--- config.mk ---
export PLATFORM = sky130hd
export DESIGN_NAME = trace_sink
export DESIGN_NICKNAME = d
export VERILOG_FILES = /design/src/rtl/ryuki_datatypes.sv /design/src/rtl/trace_sink_mem.sv /design/src/rtl/trace_sink.sv
export SDC_FILE = /design/constraint.sdc
export NUM_CORES = 1
export LEC_CHECK = 0
export ABC_AREA = 0
export ABC_CLOCK_PERIOD_IN_PS = 8100
export BUFFER_PORTS_ARGS = -buffer_cell sky130_fd_sc_hd__buf_2
export CORE_MARGIN = 4
export CORE_UTILIZATION = 43
export CTS_CLUSTER_SIZE = 24
export DETAILED_ROUTE_END_ITERATION = 16
export PLACE_DENSITY = 0.57
export SYNTH_ARGS = -nofsm -noshare
export SYNTH_HDL_FRONTEND = slang
export SYNTH_SLANG_ARGS = --single-unit
--- constraint.sdc ---
create_clock -name clk -period 8.1 [get_ports clk]
set_clock_uncertainty 0.05 [all_clocks]
set_input_delay 1.62 -clock clk [delete_from_list [all_inputs] [get_ports clk]]
set_output_delay 1.62 -clock clk [all_outputs]
set_load 0.01 [all_outputs]
--- src/rtl/ryuki_datatypes.sv ---
`default_nettype none
// ============================================================================
// Module      : ryuki_datatypes (package)
// Description : Shared datatypes for the ryuki core and its trace path.
//               trace_output is the record emitted by trace_unit and stored
//               by trace_sink. TRACE_SINK_DEPTH is the default sink depth,
//               shared by trace_unit integration and the benches.
// Revision    : 1.0 - initial release
// ============================================================================
package ryuki_datatypes;

    localparam int TRACE_SINK_DEPTH = 16;

    // One retired-instruction trace record.
    typedef struct packed {
        logic [31:0] pc;
        logic [31:0] instr;
    } trace_output;

endpackage : ryuki_datatypes
`default_nettype wire

--- src/rtl/trace_sink_mem.sv ---
`default_nettype none
// ============================================================================
// Module      : trace_sink_mem
// Description : Simple dual-port DEPTH x trace_output record store.
//               Synchronous write, asynchronous read. No reset on the array
//               so that it maps onto distributed (LUT) RAM.
// Ports       : clk      - clock
//               we       - write enable
//               waddr    - write slot
//               wdata    - record to write
//               raddr    - read slot
//               rdata    - record at raddr (combinational)
// Revision    : 1.0 - initial release
// ============================================================================
module trace_sink_mem
    import ryuki_datatypes::*;
#(
    parameter int DEPTH = TRACE_SINK_DEPTH
) (
    input  logic                     clk,
    input  logic                     we,
    input  logic [$clog2(DEPTH)-1:0] waddr,
    input  trace_output              wdata,
    input  logic [$clog2(DEPTH)-1:0] raddr,
    output trace_output              rdata
);

    trace_output r_mem [DEPTH];

    always_ff @(posedge clk) begin
        if (we) begin
            r_mem[waddr] <= wdata;
        end
    end

    assign rdata = r_mem[raddr];

endmodule : trace_sink_mem
`default_nettype wire

--- src/rtl/trace_sink.sv ---
`default_nettype none
// ============================================================================
// Module      : trace_sink
// Description : Receiving end of the trace path. Captures one trace_output
//               record per strobe cycle into a FIFO and hands records to a
//               downstream consumer over valid/ready. The trace unit is never
//               stalled: records arriving while full are dropped, counted
//               (saturating) and flagged with a sticky overflow bit.
// Ports       : clk, rst           - clock, synchronous active-high reset
//               trace_data_ready   - record strobe (push)
//               trace_data_i       - record payload
//               rec_valid/rec_ready/rec_data - consumer handshake, oldest record
//               level              - records stored, 0..DEPTH
//               overflow           - sticky drop flag
//               drop_count         - saturating dropped-record counter
//               clear_overflow     - clears overflow and drop_count
// Revision    : 1.0 - initial release
// ============================================================================
module trace_sink
    import ryuki_datatypes::*;
#(
    parameter int DEPTH     = TRACE_SINK_DEPTH,
    parameter int CNT_WIDTH = 16
) (
    input  logic                     clk,
    input  logic                     rst,
    input  logic                     trace_data_ready,
    input  trace_output              trace_data_i,
    output logic                     rec_valid,
    input  logic                     rec_ready,
    output trace_output              rec_data,
    output logic [$clog2(DEPTH):0]   level,
    output logic                     overflow,
    output logic [CNT_WIDTH-1:0]     drop_count,
    input  logic                     clear_overflow
);

    localparam int c_aw = $clog2(DEPTH);
    localparam int c_lw = c_aw + 1;
    localparam logic [c_lw-1:0] c_full_level = c_lw'(DEPTH);

    logic [c_aw-1:0]      r_wptr;
    logic [c_aw-1:0]      r_rptr;
    logic [c_lw-1:0]      r_level;
    logic                 r_overflow;
    logic [CNT_WIDTH-1:0] r_drop_count;

    logic        w_pop;
    logic        w_full;
    logic        w_accept;
    logic        w_drop;
    trace_output w_rd_data;

    assign rec_valid = (r_level != '0);
    assign w_pop     = rec_valid && rec_ready;
    assign w_full    = (r_level == c_full_level);
    // When full, a simultaneous pop frees the slot the write lands in.
    assign w_accept  = trace_data_ready && (!w_full || w_pop);
    assign w_drop    = trace_data_ready && w_full && !w_pop;

    trace_sink_mem #(
        .DEPTH (DEPTH)
    ) u_mem (
        .clk   (clk),
        .we    (w_accept && !rst),
        .waddr (r_wptr),
        .wdata (trace_data_i),
        .raddr (r_rptr),
        .rdata (w_rd_data)
    );

    // Storage is not reset, so mask stale slot contents while empty.
    assign rec_data   = rec_valid ? w_rd_data : '0;
    assign level      = r_level;
    assign overflow   = r_overflow;
    assign drop_count = r_drop_count;

    // Pointers wrap naturally modulo DEPTH (power of two).
    always_ff @(posedge clk) begin
        if (rst) begin
            r_wptr  <= '0;
            r_rptr  <= '0;
            r_level <= '0;
        end else begin
            if (w_accept) r_wptr <= r_wptr + 1'b1;
            if (w_pop)    r_rptr <= r_rptr + 1'b1;
            unique case ({w_accept, w_pop})
                2'b10:   r_level <= r_level + 1'b1;
                2'b01:   r_level <= r_level - 1'b1;
                default: r_level <= r_level;
            endcase
        end
    end

    // A clear coinciding with a drop clears the flag but still counts the
    // new drop, so the counter restarts at 1.
    always_ff @(posedge clk) begin
        if (rst) begin
            r_overflow   <= 1'b0;
            r_drop_count <= '0;
        end else if (clear_overflow) begin
            r_overflow   <= 1'b0;
            r_drop_count <= w_drop ? CNT_WIDTH'(1) : '0;
        end else if (w_drop) begin
            r_overflow <= 1'b1;
            if (!(&r_drop_count)) begin
                r_drop_count <= r_drop_count + 1'b1;
            end
        end
    end

endmodule : trace_sink
`default_nettype wire

Yosys cells after proc, flatten, opt, wreduce, memory -nomap -nowiden --
Memory sizes are Yosys's and may differ from the RTL's. A register that Yosys moved wholly into a read port is not among the register bits. Cells that the tools add are included.
Word-level totals: bits of input ports 69, output and inout bits 87, memory bits (writable) 1024, memories 1, logic and storage cells 40, bits in registers 30
Cells by class: reduce and logical (&&, ||, !) cells 15, mux-type cells 10, $add $sub $neg 5, equality and inequality tests 4
Memory list:
- u_mem.r_mem | words 16, width 64, read ports 1, clocked after memory_dff 1, write ports 1, RTL line trace_sink_mem.sv:28 | trace_output r_mem [DEPTH];
Operators with widths (count):
- $mux W64 | 1
- $mux W16 | 3
- $add A16 B1 Y16 const B | 1
- $reduce_and A16 Y1 | 1
- $pmux W5 S2 | 1
- $add A4 B1 Y4 const B | 2
- $mux W4 | 2
- $add A5 B1 Y5 const B | 1
- $eq A5 B5 Y1 const B | 1
- $logic_and A1 B1 Y1 | 5
- $reduce_bool A5 Y1 | 1
- $sub A5 B1 Y5 const B | 1
- $reduce_bool A2 Y1 | 2
- $logic_not A1 Y1 | 3
- $mux W1 | 3
- $eq A2 B1 Y1 const B | 1
- $eq A2 B2 Y1 const B | 1
- $ne A2 B2 Y1 const B | 1
- $reduce_and A2 Y1 | 1
- $reduce_or A2 Y1 | 1
- $logic_or A1 B1 Y1 | 1

Longest topological paths before layout --
depth after elaboration 7, gate-level depth with buffers 9, gate-level depth less buffers 8

Modules after synthesis --
From an unflattened synthesis, not the netlist that was laid out.
Unflattened totals: cell total of the unflattened synthesis 1841, area, all modules 40338.7 um2
By module, submodules not included:
- trace_sink_mem | cells an instance 1583, area each 38300.5 um2, times used 1, sequential area each 30749.5 um2
- trace_sink | cells an instance 258, area each 2038.2 um2, times used 1, sequential area each 600.6 um2

Worst setup path after synthesis --
OpenSTA, ideal clock, no wires.
path type in2reg, from in rec_ready, to mem u_mem.r_mem[12][0] (netlist name) (enable), data required time 7.564 ns, arrival 5.063 ns, path buffers 1, path slack 2.500 ns, cell stages on the path 5, library setup time 0.486 ns, path through clkbuf_1 -> nand2b_1 -> o21a_1 -> nand2_1 -> nor2_1
Between the ends: cells in the longest elaborated chain, start to end 6
RTL lines:
- start, declared | RTL line trace_sink.sv:30 | input logic rec_ready,
- $logic_and A1 B1 Y1 | RTL line trace_sink.sv:55 | assign w_pop = rec_valid && rec_ready;
- $logic_or A1 B1 Y1 | RTL line trace_sink.sv:58 | assign w_accept = trace_data_ready && (!w_full || w_pop);
- $logic_and A1 B1 Y1 | RTL line trace_sink.sv:58
- $logic_and A1 B1 Y1 | RTL line trace_sink.sv:65 | .we (w_accept && !rst),
- $mux W1 | RTL line trace_sink_mem.sv:31 | if (we) begin
- $mux W1 (not written as such) | RTL line trace_sink_mem.sv:32 | r_mem[waddr] <= wdata;
- end, declared | RTL line trace_sink_mem.sv:28
No other way between the ends.

==> results.md <==
* Final nets at 2070
* CP bufs+invs at 2
* Area of the multi-input gates at 8740 sq um
* Critical path, cell by cell: buf_12 > mux4_2 > mux2i_1 > o22ai_1 > buf_2
* Worst slew pin tran at 1.11 ns
* GPL Wtd Cong at 0.723
* Synthesis Warnings at 0
* Minimum clock period at 5.36 ns
* Hold Vio Cnt, Final at 0
* Placed insts at 3138
* FF/Latch Area at 31400 sq um
* Initial Utilization at 0.434
* Netlist cell types at 52
* Synthesized area at between 40000 and 50000 sq um
* Worst-path clk slew at 0.06 ns
* Main flop type after synthesis: edfxtp_1
* Most frequent cells after synthesis: edfxtp_1 (1024), mux4_2 (256), mux2i_1 (135)
* Top-count cell post-synth: edfxtp_1
* Fin cells at 3347
* DRC Markers at 0
* Largest net degree at the start of global routing at 89
* Synth-to-Final Area Change at 14.4%
* Antenna violations before repair at 19
* Cts hold-fix bufs at 0
* Type of origin of the critical path: flip-flop
* Synth area leaders: edfxtp_1 (76%), mux4_2 (14%), mux2i_1 (3.3%)
* Worst min-delay path class: reg2reg
* Rows at roughly 110
* H-tree depth at 3
* Slowest cell on the critical path: dfxtp_4
* Slew headroom at 0.259
* Final setup fails at 0
* Final Max Slew Viols at 0
* Post-cts resize count at 0
* Syn_area_per_cell at between 20 and 25 sq um
* Synth top area share at 0.760
* Crit Path Max Fanout at between 80 and 90
* Wire per inst at 27.5 um
* Critical Path Max Stage Delay at 1.03 ns
* Async SR Flop Fraction at 0
* Outcome: completed
* Busiest grt layer: met2
* Die Wd at 315 um
* RSZ-0062 raised after global routing: no
* Power density cells at 283 nW/um^2
* Clock latency on the worst-skew pair at 0.67 ns
* Initial DRC count at between 1500 and 2000
* Setup repair bufs after CTS at 0
* Max_cap viols at 0
* PortBufs at 155
* Cell taking the most area after synthesis: edfxtp_1
* Mapped Nets at 1863
* Seq cells post-synth at about 1100
* Crit path required time at 6.43 ns
* Hold WS at about 0.44 ns
* Met1 usage at 0.250
* Grt ovf at 0
* Number of synthesized flops with an enable pin at 1024
* Vias per cell at between 5 and 6
* Max VDD drop at 0.236 mV
* CP arrival at 3.69 ns
* Antenna-violating nets left at 0
* CP endpoint kind: output pin
* Synth Instances at ~1800
* Fin Setup TNS at 0 ns
* Register area share after synthesis at 0.776
* Share of cells above drive strength 1 at 0.303
* Die area at 99100 sq um
* Detailed Route WL at roughly 92 mm
* Ports at 156
* CTS sink cnt at 1058
* Via count at 19000
* Period utilization at 0.662
* Vias in the first global route at 20100
* Core Footprint at 93300 sq um
* Met3 Use GR at 0.0405
* Family with the most delay on the worst path: flip-flops
* CTS tree: yes
* Crit Path Class: reg2out
* Maximum achievable frequency at 0.186 GHz
* Pwr Total at 13100 uW
* Die Y at about 310 um
* CTS buffer count at 108
* First-pass GRT wire length at 135 mm
* CTS root buf: clkbuf_16
* Detail Placement HPWL at approximately 45 mm
* Met2 Usage GRT at 0.313
* Fillers at roughly 7500
* Tot GR Track Use at 0.186
* DR pass1 iterations at 5
* Clk buf depth at 3
* Leakage power at 0.0141 uW
-- layer usage --
layer,vias up,share of wire
met5,-,0.00091
met2,521,0.50
met3,148,0.058
met1,10300,0.41
met4,16,0.022
li1,8059,-
-- kinds of logic after synthesis --
group                      count (synthesis)  share of synthesized area
and+or+nand+nor                          113                     0.0155
AOI/OAI and AO/OA                        106                     0.0169
buffers and inverters                    102                     0.0109
xor gates and xnor gates                   7                    0.00151
muxes                                    394                      0.177
adders and majority gates                  7                    0.00216
DFF                                     1058                      0.776
-- cell type report --
| cell class | instances | share of cell area |
|---|---|---|
| Sequential cell | 1058 | 0.679 |
| Multi-Input combinational cell | 627 | 0.189 |
| Clock buffer | 144 | 0.0637 |
| Tap cell | 1254 | 0.0339 |
| Timing Repair Buffer | 194 | 0.0247 |
| Clock inverter | 58 | 0.00961 |
| Inverter | 5 | 0.000405 |
| Antenna cell | 7 | 0.000378 |
-- worst paths after layout --
kind | startpoint | to | slack (ns) | cells after the start
setup / recovery | flip-flop | rec_data[52] | 2.74 | 5
setup reg to reg | level[1] | u_mem.r_mem[9][7] | 4.56 | 5
hold reg to reg | drop_count[15] | drop_count[15] | 0.44 | 2
hold / removal | drop_count[15] | drop_count[15] | 0.44 | 2
-- sequential cells by signal (all words and copies together) (netlist names), named ones only --
| name | count |
|---|---|
| drop_count | 16 |
| level | 5 |
| overflow | 1 |
| r_rptr | 4 |
| r_wptr | 4 |
| u_mem.r_mem | 1024 |
-- layout by cell type, fill, tap and decap left out, drive strengths merged, types with 3 or more instances in the layout --
cell type / n
o22ai: 64
nand2b: 3
inv: 8
a22oi: 3
diode: 7
clkinv: 47
mux2: 3
o31ai: 9
nand3: 8
xor2: 6
and3: 4
a21oi: 14
nand2: 17
or4: 11
nor4: 4
and4: 5
and2: 3
ha: 7
mux2i: 135
buf: 194
bufinv: 6
nand4: 5
or3: 5
o21ai: 5
mux4: 256
nor2b: 6
edfxtp: 1024
nor2: 35
dfxtp: 34
clkbuf: 144
o211ai: 4
-- per-stage QoR --
step	worst slack, ns	area (sq um)	util
5_1_grt	2.37	46300	0.496
4_1_cts	2.59	46300	0.496
2_1_floorplan	2.50	40500	-
3_3_place_gp	3.34	42900	0.460
3_5_place_dp	3.34	42900	0.460
6_report	2.74	46300	0.496
-- worst min-delay path: stages, from the launching register on --
cell and delay (ns):
dfxtp_1 0.33, nand2_1 0.06, mux2i_1 0.05
-- report_power, final --
| group | switching (uW) | internal [uW] |
|---|---|---|
| clock | 2000 | 2740 |
| sequential | 106 | 6060 |
| combinational | 1200 | 987 |
| total | 3300 | 9790 |
Note: power is estimated with default switching activity, not from simulation.
